## src/rtl/axi_lite_arbiter_pkg.sv

```systemverilog
// Shared definitions for the 2-master / 1-slave AXI4-Lite arbiter.
// Contents: bus widths, AXI response codes and the arbiter FSM state encoding.
package axi_lite_arbiter_pkg;

  localparam int ADDR_W = 32;
  localparam int DATA_W = 32;
  localparam int STRB_W = DATA_W / 8;

  localparam logic [1:0] RESP_OKAY   = 2'b00;
  localparam logic [1:0] RESP_SLVERR = 2'b10;

  // The state also identifies the bus owner: RD_M0 = IFU, RD_M1/WR_M1 = LSU.
  typedef enum logic [1:0] {
    ST_IDLE  = 2'd0,
    ST_RD_M0 = 2'd1,
    ST_RD_M1 = 2'd2,
    ST_WR_M1 = 2'd3
  } arb_state_e;

endpackage

```

## src/rtl/axi_lite_arbiter_if.sv

```systemverilog
// AXI4-Lite bundle (AR, R, AW, W, B channels) shared by the IFU, LSU and slave ports.
// Modports:
//   master - the side that issues requests (drives ar*/aw*/w*, rready, bready)
//   slave  - the side that answers them   (drives arready, r*, awready, wready, b*)
interface axi_lite_arbiter_if;
  import axi_lite_arbiter_pkg::*;

  logic [ADDR_W-1:0] araddr;
  logic [2:0]        arsize;
  logic              arvalid;
  logic              arready;

  logic [DATA_W-1:0] rdata;
  logic [1:0]        rresp;
  logic              rvalid;
  logic              rready;

  logic [ADDR_W-1:0] awaddr;
  logic [2:0]        awsize;
  logic              awvalid;
  logic              awready;

  logic [DATA_W-1:0] wdata;
  logic [STRB_W-1:0] wstrb;
  logic              wvalid;
  logic              wready;

  logic [1:0]        bresp;
  logic              bvalid;
  logic              bready;

  modport master (
    output araddr, arsize, arvalid, rready,
    output awaddr, awsize, awvalid, wdata, wstrb, wvalid, bready,
    input  arready, rdata, rresp, rvalid,
    input  awready, wready, bresp, bvalid
  );

  modport slave (
    input  araddr, arsize, arvalid, rready,
    input  awaddr, awsize, awvalid, wdata, wstrb, wvalid, bready,
    output arready, rdata, rresp, rvalid,
    output awready, wready, bresp, bvalid
  );

endinterface

```

## src/rtl/axi_lite_arbiter.sv

```systemverilog
// Fixed-priority 2:1 AXI4-Lite arbiter.
//   m0 - IFU port (read only; its write channels are ignored and answered with 0)
//   m1 - LSU port (read + write), highest priority
//   s  - downstream slave port
// Ports:
//   clock  in   rising-edge system clock
//   reset  in   asynchronous active-low reset
//   m0, m1      slave modports facing the two masters
//   s           master modport facing the slave
// One transaction is in flight at a time. Only the FSM state is registered;
// all channel routing is a combinational mux selected by the state.
module axi_lite_arbiter
  import axi_lite_arbiter_pkg::*;
(
  input  logic               clock,
  input  logic               reset,
  axi_lite_arbiter_if.slave  m0,
  axi_lite_arbiter_if.slave  m1,
  axi_lite_arbiter_if.master s
);

  arb_state_e state_q, state_d;

  // The IFU never writes; its write-side inputs are intentionally left unconnected.
  logic unused_m0;
  assign unused_m0 = ^{m0.awaddr, m0.awsize, m0.awvalid,
                       m0.wdata, m0.wstrb, m0.wvalid, m0.bready};

  always_ff @(posedge clock or negedge reset) begin
    if (!reset) state_q <= ST_IDLE;
    else        state_q <= state_d;
  end

  // Every completion returns to IDLE, so each grant sees a fresh priority
  // decision (one bubble cycle between back-to-back transactions).
  always_comb begin
    state_d = state_q;
    case (state_q)
      ST_IDLE: begin
        if (m1.awvalid)      state_d = ST_WR_M1;
        else if (m1.arvalid) state_d = ST_RD_M1;
        else if (m0.arvalid) state_d = ST_RD_M0;
      end
      ST_RD_M0: if (s.rvalid && m0.rready) state_d = ST_IDLE;
      ST_RD_M1: if (s.rvalid && m1.rready) state_d = ST_IDLE;
      ST_WR_M1: if (s.bvalid && m1.bready) state_d = ST_IDLE;
      default:  state_d = ST_IDLE;
    endcase
  end

  // Channel routing: everything not owned in the current state is held at 0,
  // which also makes all handshakes idle while reset forces the state to IDLE.
  always_comb begin
    s.araddr   = '0;
    s.arsize   = '0;
    s.arvalid  = 1'b0;
    s.rready   = 1'b0;
    s.awaddr   = '0;
    s.awsize   = '0;
    s.awvalid  = 1'b0;
    s.wdata    = '0;
    s.wstrb    = '0;
    s.wvalid   = 1'b0;
    s.bready   = 1'b0;

    m0.arready = 1'b0;
    m0.rdata   = '0;
    m0.rresp   = '0;
    m0.rvalid  = 1'b0;
    m0.awready = 1'b0;
    m0.wready  = 1'b0;
    m0.bresp   = '0;
    m0.bvalid  = 1'b0;

    m1.arready = 1'b0;
    m1.rdata   = '0;
    m1.rresp   = '0;
    m1.rvalid  = 1'b0;
    m1.awready = 1'b0;
    m1.wready  = 1'b0;
    m1.bresp   = '0;
    m1.bvalid  = 1'b0;

    case (state_q)
      ST_RD_M0: begin
        s.araddr   = m0.araddr;
        s.arsize   = m0.arsize;
        s.arvalid  = m0.arvalid;
        m0.arready = s.arready;
        s.rready   = m0.rready;
        m0.rdata   = s.rdata;
        m0.rresp   = s.rresp;
        m0.rvalid  = s.rvalid;
      end
      ST_RD_M1: begin
        s.araddr   = m1.araddr;
        s.arsize   = m1.arsize;
        s.arvalid  = m1.arvalid;
        m1.arready = s.arready;
        s.rready   = m1.rready;
        m1.rdata   = s.rdata;
        m1.rresp   = s.rresp;
        m1.rvalid  = s.rvalid;
      end
      ST_WR_M1: begin
        // AW and W are independent pass-throughs, so they may complete in
        // either order or together.
        s.awaddr   = m1.awaddr;
        s.awsize   = m1.awsize;
        s.awvalid  = m1.awvalid;
        m1.awready = s.awready;
        s.wdata    = m1.wdata;
        s.wstrb    = m1.wstrb;
        s.wvalid   = m1.wvalid;
        m1.wready  = s.wready;
        s.bready   = m1.bready;
        m1.bresp   = s.bresp;
        m1.bvalid  = s.bvalid;
      end
      default: ;
    endcase
  end

endmodule

```

## src/flat_wrapper.sv

```systemverilog
// flat-port wrapper written by rule: the top's interface ports become plain ports
module axi_lite_arbiter_flat import axi_lite_arbiter_pkg::*;
  (clock, reset, m0_araddr, m0_arsize, m0_arvalid, m0_rready, m0_awaddr, m0_awsize, m0_awvalid, m0_wdata, m0_wstrb, m0_wvalid, m0_bready, m0_arready, m0_rdata, m0_rresp, m0_rvalid, m0_awready, m0_wready, m0_bresp, m0_bvalid, m1_araddr, m1_arsize, m1_arvalid, m1_rready, m1_awaddr, m1_awsize, m1_awvalid, m1_wdata, m1_wstrb, m1_wvalid, m1_bready, m1_arready, m1_rdata, m1_rresp, m1_rvalid, m1_awready, m1_wready, m1_bresp, m1_bvalid, s_araddr, s_arsize, s_arvalid, s_rready, s_awaddr, s_awsize, s_awvalid, s_wdata, s_wstrb, s_wvalid, s_bready, s_arready, s_rdata, s_rresp, s_rvalid, s_awready, s_wready, s_bresp, s_bvalid);
  axi_lite_arbiter_if m0_i ();
  axi_lite_arbiter_if m1_i ();
  axi_lite_arbiter_if s_i ();
  input  logic clock;
  input  logic reset;
  input wire logic [$bits(m0_i.araddr)-1:0] m0_araddr;
  input wire logic [$bits(m0_i.arsize)-1:0] m0_arsize;
  input wire logic [$bits(m0_i.arvalid)-1:0] m0_arvalid;
  input wire logic [$bits(m0_i.rready)-1:0] m0_rready;
  input wire logic [$bits(m0_i.awaddr)-1:0] m0_awaddr;
  input wire logic [$bits(m0_i.awsize)-1:0] m0_awsize;
  input wire logic [$bits(m0_i.awvalid)-1:0] m0_awvalid;
  input wire logic [$bits(m0_i.wdata)-1:0] m0_wdata;
  input wire logic [$bits(m0_i.wstrb)-1:0] m0_wstrb;
  input wire logic [$bits(m0_i.wvalid)-1:0] m0_wvalid;
  input wire logic [$bits(m0_i.bready)-1:0] m0_bready;
  output wire logic [$bits(m0_i.arready)-1:0] m0_arready;
  output wire logic [$bits(m0_i.rdata)-1:0] m0_rdata;
  output wire logic [$bits(m0_i.rresp)-1:0] m0_rresp;
  output wire logic [$bits(m0_i.rvalid)-1:0] m0_rvalid;
  output wire logic [$bits(m0_i.awready)-1:0] m0_awready;
  output wire logic [$bits(m0_i.wready)-1:0] m0_wready;
  output wire logic [$bits(m0_i.bresp)-1:0] m0_bresp;
  output wire logic [$bits(m0_i.bvalid)-1:0] m0_bvalid;
  input wire logic [$bits(m1_i.araddr)-1:0] m1_araddr;
  input wire logic [$bits(m1_i.arsize)-1:0] m1_arsize;
  input wire logic [$bits(m1_i.arvalid)-1:0] m1_arvalid;
  input wire logic [$bits(m1_i.rready)-1:0] m1_rready;
  input wire logic [$bits(m1_i.awaddr)-1:0] m1_awaddr;
  input wire logic [$bits(m1_i.awsize)-1:0] m1_awsize;
  input wire logic [$bits(m1_i.awvalid)-1:0] m1_awvalid;
  input wire logic [$bits(m1_i.wdata)-1:0] m1_wdata;
  input wire logic [$bits(m1_i.wstrb)-1:0] m1_wstrb;
  input wire logic [$bits(m1_i.wvalid)-1:0] m1_wvalid;
  input wire logic [$bits(m1_i.bready)-1:0] m1_bready;
  output wire logic [$bits(m1_i.arready)-1:0] m1_arready;
  output wire logic [$bits(m1_i.rdata)-1:0] m1_rdata;
  output wire logic [$bits(m1_i.rresp)-1:0] m1_rresp;
  output wire logic [$bits(m1_i.rvalid)-1:0] m1_rvalid;
  output wire logic [$bits(m1_i.awready)-1:0] m1_awready;
  output wire logic [$bits(m1_i.wready)-1:0] m1_wready;
  output wire logic [$bits(m1_i.bresp)-1:0] m1_bresp;
  output wire logic [$bits(m1_i.bvalid)-1:0] m1_bvalid;
  output wire logic [$bits(s_i.araddr)-1:0] s_araddr;
  output wire logic [$bits(s_i.arsize)-1:0] s_arsize;
  output wire logic [$bits(s_i.arvalid)-1:0] s_arvalid;
  output wire logic [$bits(s_i.rready)-1:0] s_rready;
  output wire logic [$bits(s_i.awaddr)-1:0] s_awaddr;
  output wire logic [$bits(s_i.awsize)-1:0] s_awsize;
  output wire logic [$bits(s_i.awvalid)-1:0] s_awvalid;
  output wire logic [$bits(s_i.wdata)-1:0] s_wdata;
  output wire logic [$bits(s_i.wstrb)-1:0] s_wstrb;
  output wire logic [$bits(s_i.wvalid)-1:0] s_wvalid;
  output wire logic [$bits(s_i.bready)-1:0] s_bready;
  input wire logic [$bits(s_i.arready)-1:0] s_arready;
  input wire logic [$bits(s_i.rdata)-1:0] s_rdata;
  input wire logic [$bits(s_i.rresp)-1:0] s_rresp;
  input wire logic [$bits(s_i.rvalid)-1:0] s_rvalid;
  input wire logic [$bits(s_i.awready)-1:0] s_awready;
  input wire logic [$bits(s_i.wready)-1:0] s_wready;
  input wire logic [$bits(s_i.bresp)-1:0] s_bresp;
  input wire logic [$bits(s_i.bvalid)-1:0] s_bvalid;
  assign m0_i.araddr = m0_araddr;
  assign m0_i.arsize = m0_arsize;
  assign m0_i.arvalid = m0_arvalid;
  assign m0_i.rready = m0_rready;
  assign m0_i.awaddr = m0_awaddr;
  assign m0_i.awsize = m0_awsize;
  assign m0_i.awvalid = m0_awvalid;
  assign m0_i.wdata = m0_wdata;
  assign m0_i.wstrb = m0_wstrb;
  assign m0_i.wvalid = m0_wvalid;
  assign m0_i.bready = m0_bready;
  assign m0_arready = m0_i.arready;
  assign m0_rdata = m0_i.rdata;
  assign m0_rresp = m0_i.rresp;
  assign m0_rvalid = m0_i.rvalid;
  assign m0_awready = m0_i.awready;
  assign m0_wready = m0_i.wready;
  assign m0_bresp = m0_i.bresp;
  assign m0_bvalid = m0_i.bvalid;
  assign m1_i.araddr = m1_araddr;
  assign m1_i.arsize = m1_arsize;
  assign m1_i.arvalid = m1_arvalid;
  assign m1_i.rready = m1_rready;
  assign m1_i.awaddr = m1_awaddr;
  assign m1_i.awsize = m1_awsize;
  assign m1_i.awvalid = m1_awvalid;
  assign m1_i.wdata = m1_wdata;
  assign m1_i.wstrb = m1_wstrb;
  assign m1_i.wvalid = m1_wvalid;
  assign m1_i.bready = m1_bready;
  assign m1_arready = m1_i.arready;
  assign m1_rdata = m1_i.rdata;
  assign m1_rresp = m1_i.rresp;
  assign m1_rvalid = m1_i.rvalid;
  assign m1_awready = m1_i.awready;
  assign m1_wready = m1_i.wready;
  assign m1_bresp = m1_i.bresp;
  assign m1_bvalid = m1_i.bvalid;
  assign s_araddr = s_i.araddr;
  assign s_arsize = s_i.arsize;
  assign s_arvalid = s_i.arvalid;
  assign s_rready = s_i.rready;
  assign s_awaddr = s_i.awaddr;
  assign s_awsize = s_i.awsize;
  assign s_awvalid = s_i.awvalid;
  assign s_wdata = s_i.wdata;
  assign s_wstrb = s_i.wstrb;
  assign s_wvalid = s_i.wvalid;
  assign s_bready = s_i.bready;
  assign s_i.arready = s_arready;
  assign s_i.rdata = s_rdata;
  assign s_i.rresp = s_rresp;
  assign s_i.rvalid = s_rvalid;
  assign s_i.awready = s_awready;
  assign s_i.wready = s_wready;
  assign s_i.bresp = s_bresp;
  assign s_i.bvalid = s_bvalid;
  axi_lite_arbiter u_core (.clock(clock), .reset(reset), .m0(m0_i), .m1(m1_i), .s(s_i));
endmodule
```

## config.mk

```make
export PLATFORM = sky130hd
export DESIGN_NAME = axi_lite_arbiter_flat
export DESIGN_NICKNAME = d
export VERILOG_FILES = /design/src/rtl/axi_lite_arbiter_pkg.sv /design/src/rtl/axi_lite_arbiter_if.sv /design/src/rtl/axi_lite_arbiter.sv /design/src/flat_wrapper.sv
export SDC_FILE = /design/constraint.sdc
export NUM_CORES = 1
export LEC_CHECK = 0
export CAP_MARGIN = 20
export CORE_AREA = 2 2 180 182
export DETAILED_ROUTE_END_ITERATION = 16
export DIE_AREA = 0 0 182 184
export PLACE_DENSITY = 0.43
export SETUP_SLACK_MARGIN = 0.05
export SYNTH_ARGS = -nofsm -noshare
export SYNTH_HDL_FRONTEND = slang
export SYNTH_SLANG_ARGS = --single-unit
```

## constraint.sdc

```tcl
create_clock -name clock -period 4.7 [get_ports clock]
set_clock_uncertainty 0.15 [all_clocks]
set_input_delay 0.705 -clock clock [delete_from_list [all_inputs] [get_ports clock]]
set_output_delay 0.705 -clock clock [all_outputs]
set_load 0.01 [all_outputs]
```

==> flow_summary.yaml <==
global_route:
  grtUsageTotal: 0.07350
  grt_antenna_before_repair: 1
  grt_pass1_wl_mm: 18.93
  grt_overflow_total: 0
  grt_max_degree: 62
  grt_pass1_vias: 3208
cts:
  cts_tree: "built"
  numCtsBuffers: 3
  clockRootBuffer: "clkbuf_16"
  ctsHoldBuffers: 0
  h-tree-depth: 1
  worstSkewPairLatency_ps: 220
  cts_setup_buffers: 0
  cts.repair.resized: 0
  cts.sinks: 2
  clkTransAtPathRegs_ps: 30
  cts_buffer_depth: 2
route:
  vias: 3173
  ant_nets: 0
  drcViolationCount: 0
  wl_per_cell_um: 12.88
  viasPerCell: 3.057
  drt_iter0_drc: 73
  drt-total-wl_mm: 13.37
  dr.pass1.iters: 4
die:
  chipHeight_um: 184
  coreArea_um2: 31390
  dieArea_um2: 33490
  initial_core_util: 0.05783
  dieWidth_um: 182
  rows: 65
  boundaryPins: 458
status:
  outcome: "finished, final reports clean"
cells_and_area:
  n_antenna_cell: 0
  final_common_cell: "clkdlybuf4s50_1"
  max_flop_register: "u_core.state_q"
  reg_top3: "u_core.state_q: 2 flops"
  mostFrequentLayoutCells: "clkdlybuf4s50_1 (378), and2_1 (151), a22oi_1 (37), nor2b_1 (37)"
  finalNetCount: 909
  syn2layout_area_growth_pct: 235.3
  finalNonFillerCells: 1038
  drive_gt1_frac: 0.01730
  largest_reg_flops: 2
sta:
  slew_headroom: 0.3514
  worst_slew_pin_slew_ps: 973.0
  worst_hold_slack_ps: 506.3
  post-route-period-util: 0.7198
  setup_ws_ps: 1317
  drv_slew: 0
  finalHoldViolCount: 0
  setup_tns_ps: 0
  fmax_mhz: 295.6
  setup_viol: 0
  period_needed_ps: 3383
  rsz0062_at_grt: "false"
logic_synthesis:
  syn_area_um2: 1815
  synth_cell_types: 18
  ys_seq_elements: 2
  yosys_warnings: 0
  ys_seq_area_frac: 0.02757
  syn_avg_cell_area_um2: 6.554
  synth_cells: 277
critical_path:
  required_ps: 3850
  slowest_delay_ps: 600
  r2r_slack_ps: 2430
  crit_fanout: 35
  r2r_end: "u_core.state_q[0]$_DFFE_PN0P_"
  cp-end-kind: "output pin"
  cp_cell_sequence: "inv_1 -> ha_2 -> buf_4 -> and2_1 -> clkdlybuf4s50_1"
  crit_path_top_delay_cell: "ha_2"
  regToRegStartpoint: "u_core.state_q[1]$_DFFE_PN0P_"
  ff2ff_path_depth: 6
  start_kind: "register"
  worstSetupPathType: "reg2out"
  cp.arrival_ps: 2530
place:
  hpwl_mm: 11.31
  preCtsSetupSlack_ps: 1465
  port_buffers: 378
  place_congestion: 0.6701
  dp.cells: 1035
flow_run:
  cap_violations: 0
power:
  power_density_nw_per_um2: 347.3
  vdd_drop_max_mv: 0.1186
  p_leak_nw: 2.140
  finalPower_mw: 2.114
min_path:
  hold_class: "in2async"
-- metrics by stage --
step                      cell area [µm²]    util
final                                6087  0.1939
after global routing                 6087  0.1939
after CTS                            6087  0.1939
after detailed placement             6012  0.1915
after global placement               6012  0.1915
after floorplan                      1831       -
-- routing by layer --
| metal | vias to the layer above | wire [µm] | GRT usage |
|---|---|---|---|
| met1 | 1369 | 5084 | 0.07955 |
| met2 | 196 | 7020 | 0.1394 |
| met3 | 6 | 1132 | 0.02139 |
| met4 | 2 | 114 | 0.01871 |
| li1 | 1600 | - | - |
| met5 | - | 13 | 0 |
-- synthesized netlist by cell type --
| cell type | instances | area (µm²) |
|---|---|---|
| buf_6 | 1 | 11.26 |
| o21ai_0 | 2 | 10.01 |
| ha_1 | 6 | 75.07 |
| a22oi_1 | 37 | 277.8 |
| a21boi_0 | 2 | 15.01 |
| buf_1 | 1 | 3.750 |
| buf_2 | 4 | 20.02 |
| a21boi_1 | 1 | 7.510 |
| dfrtp_1 | 2 | 50.05 |
| inv_1 | 3 | 11.26 |
| nor2b_1 | 37 | 231.5 |
| nor4b_1 | 1 | 8.760 |
| clkbuf_1 | 20 | 75.07 |
| conb_1 | 1 | 3.750 |
| buf_4 | 5 | 37.54 |
| mux2i_1 | 2 | 20.02 |
| nor4_2 | 1 | 12.51 |
| and2_1 | 151 | 944.7 |
-- cell type report --
class	instances	area, µm²
multi-input cells	245	1627
flip-flops and latches	2	50.05
well taps	402	503.0
repair buffers	383	3821
fillers	3503	25310
clock buffers	3	75.07
inverters	3	11.26
-- worst max-delay path, delay by kind of cell (launching register included) --
family,cells,cell delay [ps]
DFF,1,400
adders and majority gates,1,600
and+or+nand+nor,1,220
buffers and inverters,3,1090
-- worst max path at each step --
| stage | start | endpoint | cells after the start |
|---|---|---|---|
| final | u_core.state_q[1]$_DFFE_PN0P_ | m0_rdata[1] | 5 |
| after global routing | u_core.state_q[1]$_DFFE_PN0P_ | m0_rdata[1] | 5 |
| after detailed placement | u_core.state_q[1]$_DFFE_PN0P_ | m0_rdata[1] | 5 |
| after CTS | u_core.state_q[1]$_DFFE_PN0P_ | m0_rdata[1] | 5 |
| after floorplan | u_core.state_q[1]$_DFFE_PN0P_ | s_araddr[0] | 6 |
| after global placement | u_core.state_q[1]$_DFFE_PN0P_ | m0_rdata[1] | 5 |
-- report_power, final --
group / internal, mW / switching (mW)
registers: 0.0260 / 0.00832
logic: 1.11 / 0.844
clock network: 0.108 / 0.0189
-- cells by family (layout without fill, tap and decap cells) --
kind of cell,Yosys count,in the layout,synth area share
DFF,2,2,0.02757
and+or+nand+nor,190,190,0.6595
adders and majority gates,6,6,0.04135
AOI/OAI and AO/OA,42,42,0.1709
other,1,5,0.002066
buffers and inverters,34,389,0.08752
muxes,2,2,0.01103
No activity file was read; power rests on OpenSTA's default activity.
